[config.mk]
export PLATFORM = sky130hd
export DESIGN_NAME = mod2011_residue_acc
export DESIGN_NICKNAME = d
export VERILOG_FILES = /design/src/rtl/mod2011_residue_acc.sv
export SDC_FILE = /design/constraint.sdc
export NUM_CORES = 1
export LEC_CHECK = 0
export CAP_MARGIN = 10
export CORE_MARGIN = 4
export CORE_UTILIZATION = 45
export DETAILED_ROUTE_END_ITERATION = 8
export PLACE_DENSITY = 0.68
export SLEW_MARGIN = 15
export SYNTH_ARGS = -nofsm -noshare
export SYNTH_HDL_FRONTEND = slang
export SYNTH_SLANG_ARGS = --single-unit
export TNS_END_PERCENT = 5
[constraint.sdc]
create_clock -name clk -period 5.8 [get_ports clk]
set_input_delay 1.16 -clock clk [delete_from_list [all_inputs] [get_ports clk]]
set_output_delay 1.16 -clock clk [all_outputs]
set_load 0.05 [all_outputs]
[src/rtl/mod2011_residue_acc.sv]
// mod2011_residue_acc
//   Sums a stream of 11-bit LUT-slice residues modulo MOD. Each frame is a run of
//   beats that ends with in_last. The block emits one fully reduced residue per
//   frame, together with the beat count and a sticky out-of-range flag.
//
// Ports
//   clk        in   rising-edge clock
//   rst_n      in   asynchronous reset, active low
//   in_valid   in   in_res / in_last are valid this cycle
//   in_ready   out  block accepts a beat this cycle (combinational)
//   in_res     in   residue of one slice, legal range 0..MOD-1
//   in_last    in   this beat closes the frame
//   out_valid  out  out_res / out_cnt / out_err are valid
//   out_ready  in   consumer takes the result this cycle
//   out_res    out  frame sum mod MOD, always 0..MOD-1
//   out_cnt    out  number of beats in the frame, wraps modulo 2^CNT_W
//   out_err    out  at least one beat of the frame had in_res >= MOD
//
// Handshake: a transfer happens on a rising edge where valid && ready are both
// high. A producer holding valid keeps its payload stable until the transfer.
// in_ready = !out_valid || out_ready, so the result register can drain and be
// refilled by a new last beat on the same edge.

module mod2011_residue_acc #(
    parameter int MOD   = 2011,
    parameter int W     = 11,
    parameter int CNT_W = 7
) (
    input  logic             clk,
    input  logic             rst_n,
    input  logic             in_valid,
    output logic             in_ready,
    input  logic [W-1:0]     in_res,
    input  logic             in_last,
    output logic             out_valid,
    input  logic             out_ready,
    output logic [W-1:0]     out_res,
    output logic [CNT_W-1:0] out_cnt,
    output logic             out_err
);

    localparam logic [W-1:0] MOD_W  = W'(MOD);
    localparam logic [W:0]   MOD_W1 = (W+1)'(MOD);

    // ACC: no result pending. HOLD: result register full.
    typedef enum logic {
        ACC  = 1'b0,
        HOLD = 1'b1
    } state_t;

    state_t state;
    state_t state_next;

    logic [W-1:0]     acc;
    logic [CNT_W-1:0] cnt;
    logic             err;

    logic             accept;
    logic             flag;
    logic [W-1:0]     r;
    logic [W:0]       s;
    logic [W-1:0]     acc_next;
    logic [CNT_W-1:0] cnt_next;

    assign out_valid = (state == HOLD);
    assign in_ready  = !out_valid || out_ready;
    assign accept    = in_valid && in_ready;

    // Inputs are below 2^W < 2*MOD, so one conditional subtraction brings an
    // out-of-range residue back into 0..MOD-1. The same holds for acc + r.
    assign flag     = (in_res >= MOD_W);
    assign r        = flag ? (in_res - MOD_W) : in_res;
    assign s        = {1'b0, acc} + {1'b0, r};
    assign acc_next = (s >= MOD_W1) ? W'(s - MOD_W1) : s[W-1:0];
    assign cnt_next = cnt + CNT_W'(1);

    always_comb begin
        state_next = state;
        case (state)
            ACC: begin
                if (accept && in_last) state_next = HOLD;
            end
            HOLD: begin
                if (out_ready && !(accept && in_last)) state_next = ACC;
            end
            default: state_next = ACC;
        endcase
    end

    always_ff @(posedge clk or negedge rst_n) begin
        if (!rst_n) begin
            state <= ACC;
        end else begin
            state <= state_next;
        end
    end

    always_ff @(posedge clk or negedge rst_n) begin
        if (!rst_n) begin
            acc     <= '0;
            cnt     <= '0;
            err     <= 1'b0;
            out_res <= '0;
            out_cnt <= '0;
            out_err <= 1'b0;
        end else if (accept) begin
            if (in_last) begin
                out_res <= acc_next;
                out_cnt <= cnt_next;
                out_err <= err | flag;
                // Clear on the closing edge so the next frame starts immediately.
                acc     <= '0;
                cnt     <= '0;
                err     <= 1'b0;
            end else begin
                acc <= acc_next;
                cnt <= cnt_next;
                err <= err | flag;
            end
        end
    end

endmodule

==> metrics.md, run 1 <==
| Metric | Value |
|---|---|
| Outcome | finished, final reports clean |
| H-tree depth | 2 |
| Synth Flop Type | dfrtp_1 |
| Most common cell after layout, fill and taps aside | nand2_1 |
| Clock root buffer | clkbuf_8 |
| CTS sink cnt | 39 |
| Compound-Gate Fraction of Synth Area | between 20% and 30% |
| Placed Cells incl. Taps | about 430 |
| Adder-Cell Fraction of Synth Area | under 10% |
| Starting Density | between 40 and 50% |
| Period utilization | 94.4% |
| WHS | ~0.48 ns |
| Die X | 85.7 µm |
| Initial DRT Pass Iterations | 4 |
| Worst vdd ir | around 350 µV |
| Number of enable flip-flop cells after synthesis | 0 |
| Cts bufs inserted | 5 |
| Fillers | between 500 and 600 |
| Hold buffer count at cts | 0 |
| Pleak | approximately 1.4 nW |
| Seq/Total Area, Yosys | a little over a third |
| GRT overflow | 0 |
| Critical path launch point type | input pin |
| WL per Instance | 15.0 µm |
| Post-synth cell types | 55 |
| Clk_lat worst skew | 0.29 ns |
| Largest net degree at the start of global routing | 40 |
| Worst slew pin tran | roughly 0.87 ns |
| GPL Wtd Cong | a little under 0.9 |
| Total of warnings raised by yosys | 0 |
| Post-Layout Cell Count | 434 |
| CP arrival | ~5.7 ns |
| # Max-Cap Violations | 0 |
| I/O pin cnt | 37 |
| Fin crit period | 5.47 ns |
| First-pass GRT wire length | roughly 11000 µm |
| Area of the multi-input gates | 0.00167 mm² |
| R2r startpoint | acc[0] |
| Setup-failing EPs final | 0 |
| Die area | approximately 0.0073 mm² |
| Cell area after synthesis | between 0.002 and 0.003 mm² |
| Post-synthesis area per instance | 8.46 µm² |
| Synth Register Bits | 39 |
| N_diodes | 0 |
| Crit path launch | in_res[2] |
| Iter 0 DRT Violations | ~180 |
| Tot GR Track Use | 18.8% |
| Clock tree buffer depth | 2 |
| Final Max Slew Viols | 0 |
| Routed vias | roughly 2.4k |
| Power Dens Cells | 535 mW/mm² |
| IO Port Bufs | 36 |
| Initial antenna violation count | 0 |
| Layout area overhead | 19.5% |
| Async SR Flop Fraction | 100% |
| Antenna Nets Post-Route | 0 |
| Most frequent cells in the layout | 52 x nand2_1, 39 x dfrtp_1, 35 x clkdlybuf4s50_1, 33 x nor2_1, 27 x o21ai_0 |
| Layout cells sized above 1 | 6.13% |
| Synth Net Count | 352 |
| Gate Count Post-Synth | between 300 and 400 |
| Min-Delay Path Depth | 2 |
| Layout Skew | ~0.0046 ns |
| Vias in the first global route | approximately 2.3k |
| Maximum clock rate | 0.183 GHz |
| Hold_sp | out_cnt[4] |
| Worst hold path endpoint | out_cnt[4] |
| CTS tree | done |
| Final Hold Viols | 0 |
| Reg2reg path depth | 11 |
| HPWL after DPL | between 5000 and 6000 µm |
| Vias per Instance | between 5 and 6 |
| CP Capture Type | flop |
| Worst slew margin | between 40% and 50% |
| Worst min path class | reg2reg |
| Residual DRC | 0 |
| Reg2reg end | out_res[1] |
| Crit path max fanout | 7 |
| Reg2reg setup slack | approximately 2.3 ns |
| Die Y-Extent | ~86 µm |
| Crit path kind | in2reg |
| Critical Path RT | around 6.0 ns |
| Row Count | 28 |
| Multiplexer share of the synthesized area | 2.44% |
| Core box area | 0.00589 mm² |
| Layout net count | 391 |
| CTS clock-pin slew for the worst setup and hold paths | around 0.070 ns |
| Final WL | 6500 µm |
| Post-Synth XOR/XNOR Area | roughly 5.8% |
| Main combinational cell family by area after synthesis | compound AO/OA/AOI/OAI gates |
| Register Area | approximately 980 µm² |
| Area share of and/or/nand/nor cells after synthesis | between 20 and 25% |
critical path: stages:
cell and delay (ns):
clkdlybuf4s50_1 0.51, a21oi_1 0.26, nor2_1 0.10, o21ai_0 0.25, o21a_1 0.20, xnor2_1 0.12
ha_1 0.22, inv_1 0.06, fa_1 0.42, and2b_1 0.25, o2111ai_1 0.15, and2_4 0.22
xnor2_1 0.38, or4b_1 0.51, o21ai_1 0.20, mux2_1 0.37, mux2_2 0.27
worst max-delay path by stage:
stage	end	slack (ns)	cells past startpoint
6_report	out_res[1]	0.33	17
5_1_grt	out_res[3]	-0.007	18
4_1_cts	out_res[1]	0.39	17
3_5_place_dp	out_res[1]	0.1	17
3_3_place_gp	out_res[1]	0.24	17
2_1_floorplan	out_res[1]	0.66	17
synthesized netlist by cell type (7+ instances only):
cell      number  area share (%)
nand2_1       52             7.2
dfrtp_1       39              36
nor2_1        33             4.6
o21ai_0       27             5.0
a21oi_1       14             2.6
ha_1          14             6.5
xnor2_1       11             3.5
inv_1         10             1.4
a21o_1         9             2.5
clkbuf_1       7            0.97
xor2_1         7             2.3
per-stage QoR:
| stage | power (mW) | util [%] | setup TNS (ns) | area (µm²) | setup WS (ns) |
|---|---|---|---|---|---|
| floorplan | 1.26 | - | 0 | 2720 | 0.664 |
| global placement | 1.54 | 53.8 | 0 | 3170 | 0.239 |
| detailed placement | 1.56 | 53.8 | 0 | 3170 | 0.0987 |
| CTS | 1.73 | 55.0 | 0 | 3240 | 0.388 |
| global route | 1.88 | 55.1 | -0.00683 | 3240 | -0.00683 |
| finish | 1.73 | 55.1 | 0 | 3240 | 0.326 |
sequential cells by signal (all words and copies together), names as in the netlist:
signal     flops
out_cnt        7
out_res       11
acc           11
cnt            7
out_err        1
out_valid      1
err            1
routing by layer:
layer	GRT usage, %	wire length, µm
met5	0	0
met4	5.18	125
met3	4.51	229
met2	29.9	3030
met1	25.7	3120
report_power, final:
| part | switching, mW | internal (mW) | leakage (nW) | total, mW |
|---|---|---|---|---|
| logic | 0.706 | 0.438 | 0.895 | 1.14 |
| registers | 0.0630 | 0.362 | 0.500 | 0.425 |
| clock network | 0.0853 | 0.0800 | 0.0371 | 0.165 |
cell type report:
class	count	share of cell area, %
clock buffer	6	2.24
inverter	10	1.16
multi-input combinational	263	51.5
sequential	39	30.1
tap	75	2.89
timing repair buffer	41	12.1
cell families after synthesis:
logic type      after synthesis
compound gates               97
xor+xnor                     18
fa+ha+maj                    15
buf+inv                      19
flops                        39
mux                           6
simple gates                127
repair_timing:
action	in CTS	in global routing
gates resized for setup	0	1
buffers inserted	0	0
setup endpoints to repair	0	2
(Power assumes the default switching activity.)
==> run 2: changes to the inputs <==
- CORE_MARGIN: 4 -> 8
==> run 2 against run 1 <==
Effect of this change: first-iteration DRC count down 17%; power rose by 1.2%; global-route usage is 3.3 points lower; die area increased by 20%; final cell count grew 0.69%; clock skew is essentially flat; hold slack improved by 0.0031 ns; critical path depth did not move; utilization up 0.53 points.
==> metrics.md, run 2 (synthesis gave the netlist of run 1 again) <==
| Metric | Value |
|---|---|
| First-pass GRT wire length | 11000 µm |
| Fin crit period | between 5 and 6 ns |
| Placed Cells incl. Taps | 430 |
| GRT overflow | 0 |
| Die area | a little under 0.009 mm² |
| Layout Skew | about 0.0042 ns |
| Vias per Instance | between 5 and 6 |
| Setup Slack @ Placement | about 0.023 ns |
| Maximum clock rate | 0.181 GHz |
| N_diodes | 0 |
| Final Hold Viols | 0 |
| Worst vdd ir | 270 µV |
| Die X | 93.7 µm |
| I/O pin cnt | 37 |
| Row Count | 28 |
| Fillers | 549 |
| WL per Instance | 15.2 µm |
| Layout area overhead | 20.6% |
| Biggest regs | acc: 11 flops, out_res: 11 flops |
| Register Area | roughly 980 µm² |
| Placed instance area | 0.00318 mm² |
| Most common cell after layout, fill and taps aside | nand2_1 |
| IO Port Bufs | 36 |
| RSZ-0062 raised after global routing | no |
| Final Max Slew Viols | 0 |
| Setup Fix Bufs, Post-CTS | 0 |
| Vias in the first global route | 2215 |
| Crit path kind | in2reg |
| Critical path launch point type | input pin |
| Slowest-stage cell, CP | or4b_1 |
| Power Dens Cells | approximately 540 mW/mm² |
| Die Y-Extent | between 90 and 100 µm |
| Residual DRC | 0 |
| Worst min path class | reg2reg |
| Clk_lat worst skew | between 0.2 and 0.3 ns |
| Finished Cell Area | around 0.0033 mm² |
| Outcome | finished, final reports clean |
| Top layer in use | met4 |
| Tot GR Track Use | 15.5% |
| Layout cells sized above 1 | around 7.2% |
| Iter 0 DRT Violations | 146 |
| CP Capture Type | flop |
| Clock tree buffer depth | 2 |
| Worst path bufs/invs | 2 |
| HPWL after DPL | ~5200 µm |
| Min-Delay Path Depth | 2 |
| Met1 Wirelength | around 3200 µm |
| Area of the multi-input gates | about 0.0017 mm² |
| Setup-failing EPs final | 0 |
| Final WL | 6660 µm |
| Reg2reg path depth | 11 |
| Met3 WL post-DR | about 380 µm |
| Pleak | ~1.5 nW |
| Worst path cell trace | clkdlybuf4s50_1 > a21oi_1 > nor2_1 > o21ai_0 > o21a_1 > xnor2_1 > ha_1 > inv_1 > fa_1 > and2b_1 > o2111ai_1 > and2_4 > o311a_4 > or4b_1 > o21ai_1 > mux2_1 > mux2_2 |
| Routed vias | between 2k and 2.5k |
| Crit path max fanout | 5 |
| # Max-Cap Violations | 0 |
| Period utilization | between 90% and 100% |
| CTS tree | done |
| GPL Wtd Cong | around 0.90 |
| WHS | about 0.48 ns |
| Largest delay share family, worst path | compound AO/OA/AOI/OAI gates |
| Most frequent cells in the layout | 52 x nand2_1, 39 x dfrtp_1, 35 x clkdlybuf4s50_1, 33 x nor2_1, 27 x o21ai_0 |
| Critical Path RT | 5.97 ns |
| Layout net count | roughly 390 |
| Clock root buffer | clkbuf_8 |
| CP Depth | 17 |
| Setup tns final | 0 ns |
| Final WS setup | 0.285 ns |
| CP peak stage delay | between 0.5 and 0.6 ns |
| Post-Layout Cell Count | between 400 and 500 |
| Cts bufs inserted | 5 |
| Hold buffer count at cts | 0 |
| Largest net degree at the start of global routing | 40 |
| Starting Density | a little under half |
| Core box area | 0.00589 mm² |
| H-tree depth | 2 |
| CTS sink cnt | 39 |
| PostCTS Resize Cnt | 0 |
| Antenna Nets Post-Route | 0 |
| Initial DRT Pass Iterations | 4 |
| Worst slew margin | between 40 and 50% |
| Worst slew pin tran | 0.881 ns |
| CTS clock-pin slew for the worst setup and hold paths | 0.07 ns |
| CP arrival | 5.69 ns |
| Initial antenna violation count | 0 |
| Met2 WL | around 3000 µm |
-- run 2: cell types whose count changed in the layout (fill, tap and decap cells not counted), sizes merged --
| cell | change |
|---|---|
| buf | +2 |
| clkinv | +1 |
-- run 2: layout make-up --
cell class | count | area share (%)
sequential | 39 | 29.8
tap | 75 | 2.86
clock inverter | 1 | 0.153
clock buffer | 6 | 2.52
timing repair buffer | 43 | 12.5
inverter | 10 | 1.15
multi-input combinational | 263 | 51.1
-- run 2: path summary, 6_finish.rpt --
path / from / to / slack, ns
setup / recovery: in_res[0] / out_res[1] / 0.29
hold / removal: out_cnt[6] / out_cnt[6] / 0.48
setup reg to reg: acc[0] / out_res[1] / 2.22
hold reg to reg: out_cnt[6] / out_cnt[6] / 0.48
max in group asynchronous: rst_n / acc[9] / 4.26
min in group asynchronous: rst_n / acc[1] / 0.99
-- run 2: power by group --
part | total (mW) | switching (mW) | internal [mW] | leakage [nW]
sequential | 0.423 | 0.0613 | 0.362 | 0.500
clock | 0.182 | 0.0890 | 0.0933 | 0.0470
combinational | 1.15 | 0.708 | 0.441 | 0.910
total | 1.76 | 0.859 | 0.897 | 1.46
-- run 2: per-stage QoR --
step,utilization [%],total power [mW]
finish,55.7,1.76
global route,55.7,1.89
CTS,55.5,1.75
detailed placement,54.0,1.56
global placement,54.0,1.55
floorplan,-,1.26
-- run 2: tightest hold or removal path: stages, from the launching register on --
cell,delay (ns)
dfrtp_1,0.34
nand2_1,0.04
o21ai_0,0.06
-- run 2: per-layer routing --
| layer | GRT usage [%] | vias to the layer above |
|---|---|---|
| met5 | 0 | - |
| met4 | 3.57 | 0 |
| met3 | 3.12 | 4 |
| met2 | 23.6 | 54 |
| met1 | 22.0 | 1136 |
| li1 | - | 1248 |
